## config.mk

```make
export PLATFORM = sky130hd
export DESIGN_NAME = turfio_cmd_decode
export DESIGN_NICKNAME = d
export VERILOG_FILES = /design/src/rtl/turfio_cmd_decode.sv
export SDC_FILE = /design/constraint.sdc
export NUM_CORES = 1
export LEC_CHECK = 0
export CELL_PAD_IN_SITES_DETAIL_PLACEMENT = 0
export CELL_PAD_IN_SITES_GLOBAL_PLACEMENT = 1
export CORE_MARGIN = 8
export CORE_UTILIZATION = 29
export DETAILED_ROUTE_END_ITERATION = 10
export PLACE_DENSITY_LB_ADDON = 0.1
export RECOVER_POWER = 25
export SYNTH_ARGS = -nofsm -noshare
export SYNTH_HDL_FRONTEND = slang
export SYNTH_SLANG_ARGS = --single-unit
export TNS_END_PERCENT = 100
```

## constraint.sdc

```tcl
create_clock -name aclk_i -period 6.9 [get_ports aclk_i]
set_input_delay 1.38 -clock aclk_i [delete_from_list [all_inputs] [get_ports aclk_i]]
set_output_delay 1.38 -clock aclk_i [all_outputs]
set_load 0.01 [all_outputs]
```

## src/rtl/turfio_cmd_decode.sv

```systemverilog
// TURFIO command word decoder: parity check, run-control pulses, trigger
// timestamp FWFT FIFO and firmware-message byte packer, all in the aclk domain.
module turfio_cmd_decode #(
  parameter int TRIG_FIFO_DEPTH = 16,
  parameter int ERR_CNT_WIDTH   = 16
) (
  input  logic                     aclk_i,
  input  logic                     aclk_rst_n_i,
  input  logic                     en_i,
  input  logic [31:0]              command_i,
  input  logic                     command_valid_i,
  output logic                     runcmd_sync_o,
  output logic                     runcmd_reset_o,
  output logic                     runcmd_stop_o,
  output logic [13:0]              m_trig_tdata,
  output logic                     m_trig_tvalid,
  input  logic                     m_trig_tready,
  output logic [31:0]              m_msg_tdata,
  output logic                     m_msg_tvalid,
  input  logic                     m_msg_tready,
  output logic                     trig_overflow_o,
  output logic                     msg_overflow_o,
  output logic [ERR_CNT_WIDTH-1:0] parity_err_count_o,
  input  logic                     err_clear_i
);

  localparam int AW = $clog2(TRIG_FIFO_DEPTH);

  logic w_word;
  logic w_par_ok;
  logic w_accept;
  logic w_perr;

  assign w_word   = command_valid_i & en_i;
  assign w_par_ok = ~(^command_i);
  assign w_accept = w_word & w_par_ok;
  assign w_perr   = w_word & ~w_par_ok;

  logic r_sync;
  logic r_rst;
  logic r_stop;

  always_ff @(posedge aclk_i) begin
    if (!aclk_rst_n_i) begin
      r_sync <= 1'b0;
      r_rst  <= 1'b0;
      r_stop <= 1'b0;
    end else begin
      r_sync <= w_accept & (command_i[1:0] == 2'd1);
      r_rst  <= w_accept & (command_i[1:0] == 2'd2);
      r_stop <= w_accept & (command_i[1:0] == 2'd3);
    end
  end

  assign runcmd_sync_o  = r_sync;
  assign runcmd_reset_o = r_rst;
  assign runcmd_stop_o  = r_stop;

  // Trigger FIFO: pointers carry one extra bit so full and empty differ.
  logic [13:0] r_mem [TRIG_FIFO_DEPTH];
  logic [AW:0] r_wptr;
  logic [AW:0] r_rptr;
  logic        w_empty;
  logic        w_full;
  logic        w_pop;
  logic        w_push_req;
  logic        w_push;
  logic        w_trig_ovf;

  assign w_empty    = (r_wptr == r_rptr);
  assign w_full     = (r_wptr[AW] != r_rptr[AW]) &&
                      (r_wptr[AW-1:0] == r_rptr[AW-1:0]);
  assign w_pop      = ~w_empty & m_trig_tready;
  assign w_push_req = w_accept & command_i[16];
  assign w_push     = w_push_req & (~w_full | w_pop);
  assign w_trig_ovf = w_push_req & w_full & ~w_pop;

  always_ff @(posedge aclk_i) begin
    if (w_push) r_mem[r_wptr[AW-1:0]] <= command_i[15:2];
  end

  always_ff @(posedge aclk_i) begin
    if (!aclk_rst_n_i) begin
      r_wptr <= '0;
      r_rptr <= '0;
    end else begin
      if (w_push) r_wptr <= r_wptr + 1'b1;
      if (w_pop)  r_rptr <= r_rptr + 1'b1;
    end
  end

  assign m_trig_tvalid = ~w_empty;
  assign m_trig_tdata  = w_empty ? 14'd0 : r_mem[r_rptr[AW-1:0]];

  // Message packer: lanes 0..2 accumulate, lane 3 completes the word.
  logic [1:0]  r_cnt;
  logic [23:0] r_acc;
  logic [31:0] r_mdata;
  logic        r_mvalid;
  logic        w_msg_wr;
  logic [1:0]  w_lane;
  logic        w_complete;
  logic        w_mpop;
  logic        w_load;
  logic        w_msg_ovf;

  assign w_msg_wr   = w_accept & command_i[25];
  assign w_lane     = command_i[26] ? 2'd0 : r_cnt;
  assign w_complete = w_msg_wr & (w_lane == 2'd3);
  assign w_mpop     = r_mvalid & m_msg_tready;
  assign w_load     = w_complete & (~r_mvalid | w_mpop);
  assign w_msg_ovf  = w_complete & r_mvalid & ~w_mpop;

  always_ff @(posedge aclk_i) begin
    if (!aclk_rst_n_i) begin
      r_cnt    <= 2'd0;
      r_acc    <= 24'd0;
      r_mdata  <= 32'd0;
      r_mvalid <= 1'b0;
    end else begin
      if (w_msg_wr) begin
        r_cnt <= w_lane + 2'd1;
        case (w_lane)
          2'd0:    r_acc[7:0]   <= command_i[24:17];
          2'd1:    r_acc[15:8]  <= command_i[24:17];
          2'd2:    r_acc[23:16] <= command_i[24:17];
          default: r_acc        <= r_acc;
        endcase
      end
      if (w_load) begin
        r_mdata  <= {command_i[24:17], r_acc};
        r_mvalid <= 1'b1;
      end else if (w_mpop) begin
        r_mvalid <= 1'b0;
      end
    end
  end

  assign m_msg_tdata  = r_mdata;
  assign m_msg_tvalid = r_mvalid;

  logic                     r_trig_ovf;
  logic                     r_msg_ovf;
  logic [ERR_CNT_WIDTH-1:0] r_err_cnt;

  // Clear beats any set event; a parity error in the clear cycle still counts once.
  always_ff @(posedge aclk_i) begin
    if (!aclk_rst_n_i) begin
      r_trig_ovf <= 1'b0;
      r_msg_ovf  <= 1'b0;
      r_err_cnt  <= '0;
    end else if (err_clear_i) begin
      r_trig_ovf <= 1'b0;
      r_msg_ovf  <= 1'b0;
      r_err_cnt  <= w_perr ? ERR_CNT_WIDTH'(1) : '0;
    end else begin
      if (w_trig_ovf) r_trig_ovf <= 1'b1;
      if (w_msg_ovf)  r_msg_ovf  <= 1'b1;
      if (w_perr && !(&r_err_cnt)) r_err_cnt <= r_err_cnt + 1'b1;
    end
  end

  assign trig_overflow_o    = r_trig_ovf;
  assign msg_overflow_o     = r_msg_ovf;
  assign parity_err_count_o = r_err_cnt;

endmodule

```

==> reports/qor.txt <==
Status - complete, no violations
CTS clk-pin slew, worst paths - 50 ps
Setup CP Type - in -> reg
Tcrit/Tclk final - 77.6%
Clock Tree Root - clkbuf_16
Clock skew - 23.3 ps
Unrepaired setup endpoints after global routing - false
Critical Path End Type - register
I/O Buffers - 107
GR Util All Layers - 13.0%
Starting Density - 29.2%
Total grt overflow - 0
Die Ht - 226 um
DP HPWL - 20300 um
CTS Sinks - 318
Drt pass-1 iters - 4
Routed wire length - 32800 um
DRT iter0 DRCs - 379
Share of cells above drive strength 1 - 14.8%
Min Tclk post-route - 5350 ps
N_diodes - 0
Synth Area in XOR/XNOR - 2.94%
CTS tree - yes
Ranking of synthesized cells by area - edfxtp_1 (52%), dfxtp_1 (15%), mux4_2 (12%), mux2i_1 (4.9%), nand2_1 (2.5%)
Leak Pwr - 0.00522 uW
Worst Setup Start Kind - primary input
Hold buffers post-CTS - 0
Slew of the pin with the lowest slew margin - 1040 ps
Worst Hold Depth - 2
Core area - 0.0439 mm2
Hold crit path type - reg -> reg
Power Dens Cells - 294 mW/mm2
Final antenna-violating net count - 0
GP Congestion - 0.680
Max-cap violation count - 0
Syn Area/Cell - 16.3 um2
Setup_tns - 0 ps
Sequential cell area - 0.00861 mm2
Min-Delay Startpoint - msg_overflow_o$_SDFFE_PP0P_
Post-synthesis mux area share - 17.2%
H-tree Lvls - 2
Synth Area in Adders - 1.27%
Main synth FF type - edfxtp_1
Peak per-stage delay on the critical path - 720 ps
Largest net degree at the start of global routing - 68
WP buf/inv - 3
Post-synth ARST share - 0%
Area of the multi-input gates - 0.00399 mm2
Register bit total from synthesis - 318
P&R area growth vs syn - 22.6%
Row count - 77
Drt via density - 4.59
Compound-Gate Fraction of Synth Area - 1.87%
Reg2reg end - r_mem[14][9]$_DFFE_PP_
CP delay by family, top - XOR/XNOR gates
R2R depth - 7
Synth top area share - 52.5%
Final #Nets - 970
Syn_nets - 840
Critical-path maximum fanout - 17
Slowest CP cell - and3_1
Critical-path cell list - dlygate4sd3_1, clkbuf_1, xnor3_1, xnor3_1, xnor3_1, xnor3_1, nor2_1, and3_1, buf_4
CTS buffer count - 37
Worst reg-to-reg setup slack - 3890 ps
Fmax - 0.187 GHz
Number of flops mapped to enable cells by yosys - 224
Crit path required time - 7140 ps
Sequential share of the synthesized area - 67.2%
Drt wl/cell - 21.4 um
Post_cts resized - 0
Worst Path Arrival - 5590 ps
Synth unique cells - 39
Final hold viol count - 0
Warnings, synthesis - 0
First-pass GRT wire length - 49600 um
Most frequent cells in the layout - edfxtp_1 (224), clkdlybuf4s50_1 (96), dfxtp_1 (92), nand2_1 (86), mux4_2 (70)
Syn Std Cell Area - 0.0128 mm2
Post-route insts no fill - 1537
Longest Clk Path Bufs - 3
Area leader, netlist - edfxtp_1
Total number of vias - 7062
Max Slew Vio Count - 0
Die area - 0.0512 mm2
Slew Limit Headroom - 30.4%
Die X - 226 um
CP most frequent cell - xnor3_1
Hold EP - msg_overflow_o$_SDFFE_PP0P_
Initial antenna violation count - 0
Filler cell count - 4269
Largest family of logic cells by synthesized area - multiplexers
Vias in the first global route - 7660
Post-Synth Simple-Gate Area - 7.79%
Final setup fails - 0
Commonest non-fill, non-tap cell in the layout - edfxtp_1
Post-Syn Instances - 788
Clk_lat worst skew - 540 ps
Worst R2R Start - r_wptr[2]$_SDFFE_PN0P_
DP Cell Count - 1471
DRC errors left - 0
I/O pins - 108
Post-CTS Setup Inserts - 0
Peak supply drop - 0.191 mV
==> Yosys cell counts, drive strengths merged (3+ instances only) <==
cell	number
mux2i	63
or2	3
xnor2	26
or3	5
nand3	11
nand4	7
nor2b	4
a21oi	13
o31ai	7
o311ai	3
nor2	16
ha	13
inv	11
nand2	86
dfxtp	94
edfxtp	224
mux4	70
o211ai	3
and3	23
clkbuf	25
or4	9
xor2	4
and2	21
o21ai	5
buf	17
nor3	3
xnor3	4
nand2b	4
==> registers in the layout (all words and copies together), names as in the netlist, named ones only <==
register            count
runcmd_stop_o           1
r_rptr                  5
m_msg_tvalid            1
m_msg_tdata            32
r_acc                  24
r_wptr                  5
msg_overflow_o          1
r_cnt                   2
runcmd_sync_o           1
parity_err_count_o     16
trig_overflow_o         1
runcmd_reset_o          1
r_mem                 224
==> per-stage QoR <==
step	utilization [%]	hold WS [ps]	worst slack [ps]	instance area, um2	power, uW
6_report	35.7	455	1550	15700	4620
5_1_grt	35.7	481	1220	15700	4820
4_1_cts	35.8	454	1700	15700	4720
3_5_place_dp	33.4	440	1190	14700	2890
3_3_place_gp	33.4	435	1310	14700	2890
2_1_floorplan	-	435	2810	12800	2620
==> how the worst max path moves through the flow <==
stage	startpoint	to	slack, ps	depth (start not counted)
6_report	command_i[8]	r_mem[14][9]$_DFFE_PP_	1550	9
5_1_grt	command_i[11]	r_mem[14][9]$_DFFE_PP_	1220	9
4_1_cts	register	m_trig_tdata[0]	1700	5
3_5_place_dp	command_i[14]	r_mem[14][7]$_DFFE_PP_	1190	8
3_3_place_gp	command_i[14]	r_mem[14][1]$_DFFE_PP_	1310	8
2_1_floorplan	command_i[0]	r_mem[15][0]$_DFFE_PP_	2810	7
==> tightest hold or removal path: cells and delay by family, from the launching register on <==
family          cells  cell delay (ps)
compound gates      1               50
flops               1              310
buf+inv             1               50
==> per-layer routing <==
layer  up-vias  part of all wire, %  GRT usage (%)
li1       3289                    -              -
met1      3566                   46           16.8
met2       159                   46           20.6
met3        48                  5.3           3.65
met4         0                  2.8           4.37
met5         -                    0              0
==> report_power, final <==
part	internal (uW)	switching (uW)	total (uW)
Combinational	325	359	684
Sequential	2070	65.7	2140
Clock	1020	780	1800
==> cell type report <==
type,instances,area share (%)
flip-flops and latches,318,54.8
clock buffers,51,6.37
clock inverters,15,0.566
well taps,592,4.72
multi-input cells,416,25.4
repair buffers,133,7.79
inverters,12,0.287
==> kinds of logic (layout without fill, tap and decap cells) <==
kind of cell             Yosys count  in the layout
XOR/XNOR                          35             35
flip-flops                       318            318
AO/OA/AOI/OAI                     37             37
buffers and inverters             54            211
adder cells (fa/ha/maj)           13             13
multiplexers                     133            133
AND/OR/NAND/NOR                  198            198
No activity file was read; power rests on OpenSTA's default activity.
==> edit (same flow settings) <==
Put one more register stage on the output `parity_err_count_o`. The value now appears one clock later. The other outputs are not delayed to match.
--- a/src/rtl/turfio_cmd_decode.sv
+++ b/src/rtl/turfio_cmd_decode.sv
@@ -162,7 +162,9 @@
 
   assign trig_overflow_o    = r_trig_ovf;
   assign msg_overflow_o     = r_msg_ovf;
-  assign parity_err_count_o = r_err_cnt;
+  always_ff @(posedge aclk_i) begin
+    parity_err_count_o <= r_err_cnt;
+  end
 
 endmodule
 
Function: changed (Yosys sat finds a counterexample within 4 cycles, from zero or initial values and one cycle with aclk_rst_n_i low).
==> edit against the original RTL <==
- register-to-register slack worse by 0.16 ns
- core utilization is 0.15 points higher
- maximum frequency is 0.38% lower
- die area is 2.3% higher
- area after synthesis is 2.5% higher
- power is 7.6% higher
- critical path type unchanged
- via count is 0.27% higher
- clock power is 14% higher
- sequential cell count is 16 higher
- cell area is 2.8% higher
- wire length is 1.1% lower
- setup slack worse by 0.020 ns
- sequential share of layout area is 0.48 points higher
==> edit: results (changes against the original RTL) <==
- Placed instance area: 0.01490 mm2 (+1.7%)
- Initial antenna violation count: 0 (unchanged)
- Htree depth: 2 (unchanged)
- Drt total wl: 32470 um (-1.1%)
- # port buffers: 107 (unchanged)
- Mapped Nets: 853 (+1.5%)
- DP HPWL: 21550 um (+6.3%)
- Placer Congestion: 0.7055 (+3.8%)
- Synth unique cells: 42 (+7.7%)
- Grt met2 use: 19.52% (-1.1 points)
- Max reg flops: 224 (unchanged)
- Status: finished, final reports clean
- Share of cells above drive strength 1: 15.26% (+0.44 points)
- Async set-reset flop share out of synthesis: 0% (unchanged)
- Worst Max-Slew Pin Slew: 0.9290 ns (-0.1139 ns)
- Clk Latency, worst-skew pair: 0.56 ns (+0.02 ns)
- Worst Path Max Fanout: 17 (unchanged)
- Top post-synthesis cells by area: edfxtp_1 (51%), dfxtp_1 (17%), mux4_2 (12%), mux2i_1 (4.7%), nand2_1 (2.5%)
- Synth warn: 0 (unchanged)
- Vias/cell: 4.548 (-1.0%)
- Antenna diodes: 0 (unchanged)
- Total GRT Usage: 12.44% (-0.53 points)
- Nets: 977 (+0.72%)
- Longest Clk Path Bufs: 3 (unchanged)
- CTS buffer count: 40 (+8.1%)
- Largest net degree at the start of global routing: 80 (+18%)
- Met1 usage: 16.41% (-0.44 points)
- Clock Pin Slew Worst Setup and Hold Paths: 0.05 ns (about the same)
- Post-CTS setup buffers: 0 (unchanged)
- Max cap viols: 0 (unchanged)
- Vias in the first global route: 7789 (+1.7%)
- Crit path largest cell delay: 0.84 ns (+0.12 ns)
- Worst Clk Skew: 0.02056 ns (-0.002786 ns)
- Top-count cell post-synth: edfxtp_1
- DRT iter0 DRCs: 384 (+1.3%)
- Synth top cells by count: edfxtp_1 (224), dfxtp_1 (110), nand2_1 (86), mux4_2 (70), mux2i_1 (62)
- First-pass GRT wire length: 50030 um (+0.90%)
- Resized cells post-CTS: 0 (unchanged)
- Hold Path Class: reg -> reg
- First-pass DRT Iterations: 4 (unchanged)
- Data arrival time of the worst path: 5.54 ns (-0.05 ns)
- GRT Max-Usage Layer: met2
- Seq/Total Area, Yosys: 67.99% (+0.81 points)
- Critical path's slowest cell: and3_1
- Max VDD drop: 0.1502 mV (-21%)
- Filler cells: 4317 (+1.1%)
- Leakage Power: 5.385 nW (+3.2%)
- Post-synth EDFFs: 224 (unchanged)
- M3 GR Usage: 3.562% (-0.087 points)
edit: worst max-delay path, delay by kind of cell:
kind	cells	cell delay, ns
AND/OR/NAND/NOR	2	1.60
XOR/XNOR	4	1.36
buffers and inverters	2	1.18
edit: worst paths after layout:
check / startpoint / end / slack [ns] / depth (start not counted)
max: command_i[11] / r_mem[10][1] / 1.53 / 8
min: r_err_cnt[11] / parity_err_count_o[11] / 0.38 / 0
max reg2reg: r_wptr[3] / r_mem[10][1] / 3.73 / 6
min reg2reg: r_err_cnt[11] / parity_err_count_o[11] / 0.38 / 0
edit: cell families after synthesis:
group	Yosys count	share of synthesized area (%)
AND/OR/NAND/NOR	191	7.280
XOR/XNOR	35	2.877
flip-flops	334	67.99
adder cells (fa/ha/maj)	13	1.239
buffers and inverters	54	1.829
AO/OA/AOI/OAI	42	2.049
multiplexers	132	16.73
edit: metrics by stage:
| step | cells | setup slack [ns] | utilization, % | hold slack, ns |
|---|---|---|---|---|
| after detailed placement | 1483 | 1.275 | 33.11 | 0.3741 |
| after CTS | 1557 | 1.791 | 35.97 | 0.3811 |
| after global routing | 1557 | 1.241 | 35.89 | 0.4002 |
| final | 1557 | 1.526 | 35.89 | 0.3825 |
| after floorplan | 801 | 2.342 | - | 0.3549 |
| after global placement | 1483 | 1.391 | 33.11 | 0.3783 |
edit: cell type report:
type                            count  area share (%)
Clock buffer                       51           6.640
Clock inverter                     23           1.317
Inverter                           11          0.2557
Multi-Input combinational cell    413           24.59
Sequential cell                   334           55.32
Tap cell                          600           4.649
Timing Repair Buffer              125           7.229
edit: layer usage:
metal	vias to the layer above	wire length [um]
met4	0	743
li1	3320	-
met3	52	1930
met2	158	14820
met5	-	0
met1	3551	14980
edit: report_power, final:
part	internal, mW	switching (mW)
sequential	2.17	0.0465
combinational	0.316	0.383
clock	1.22	0.840
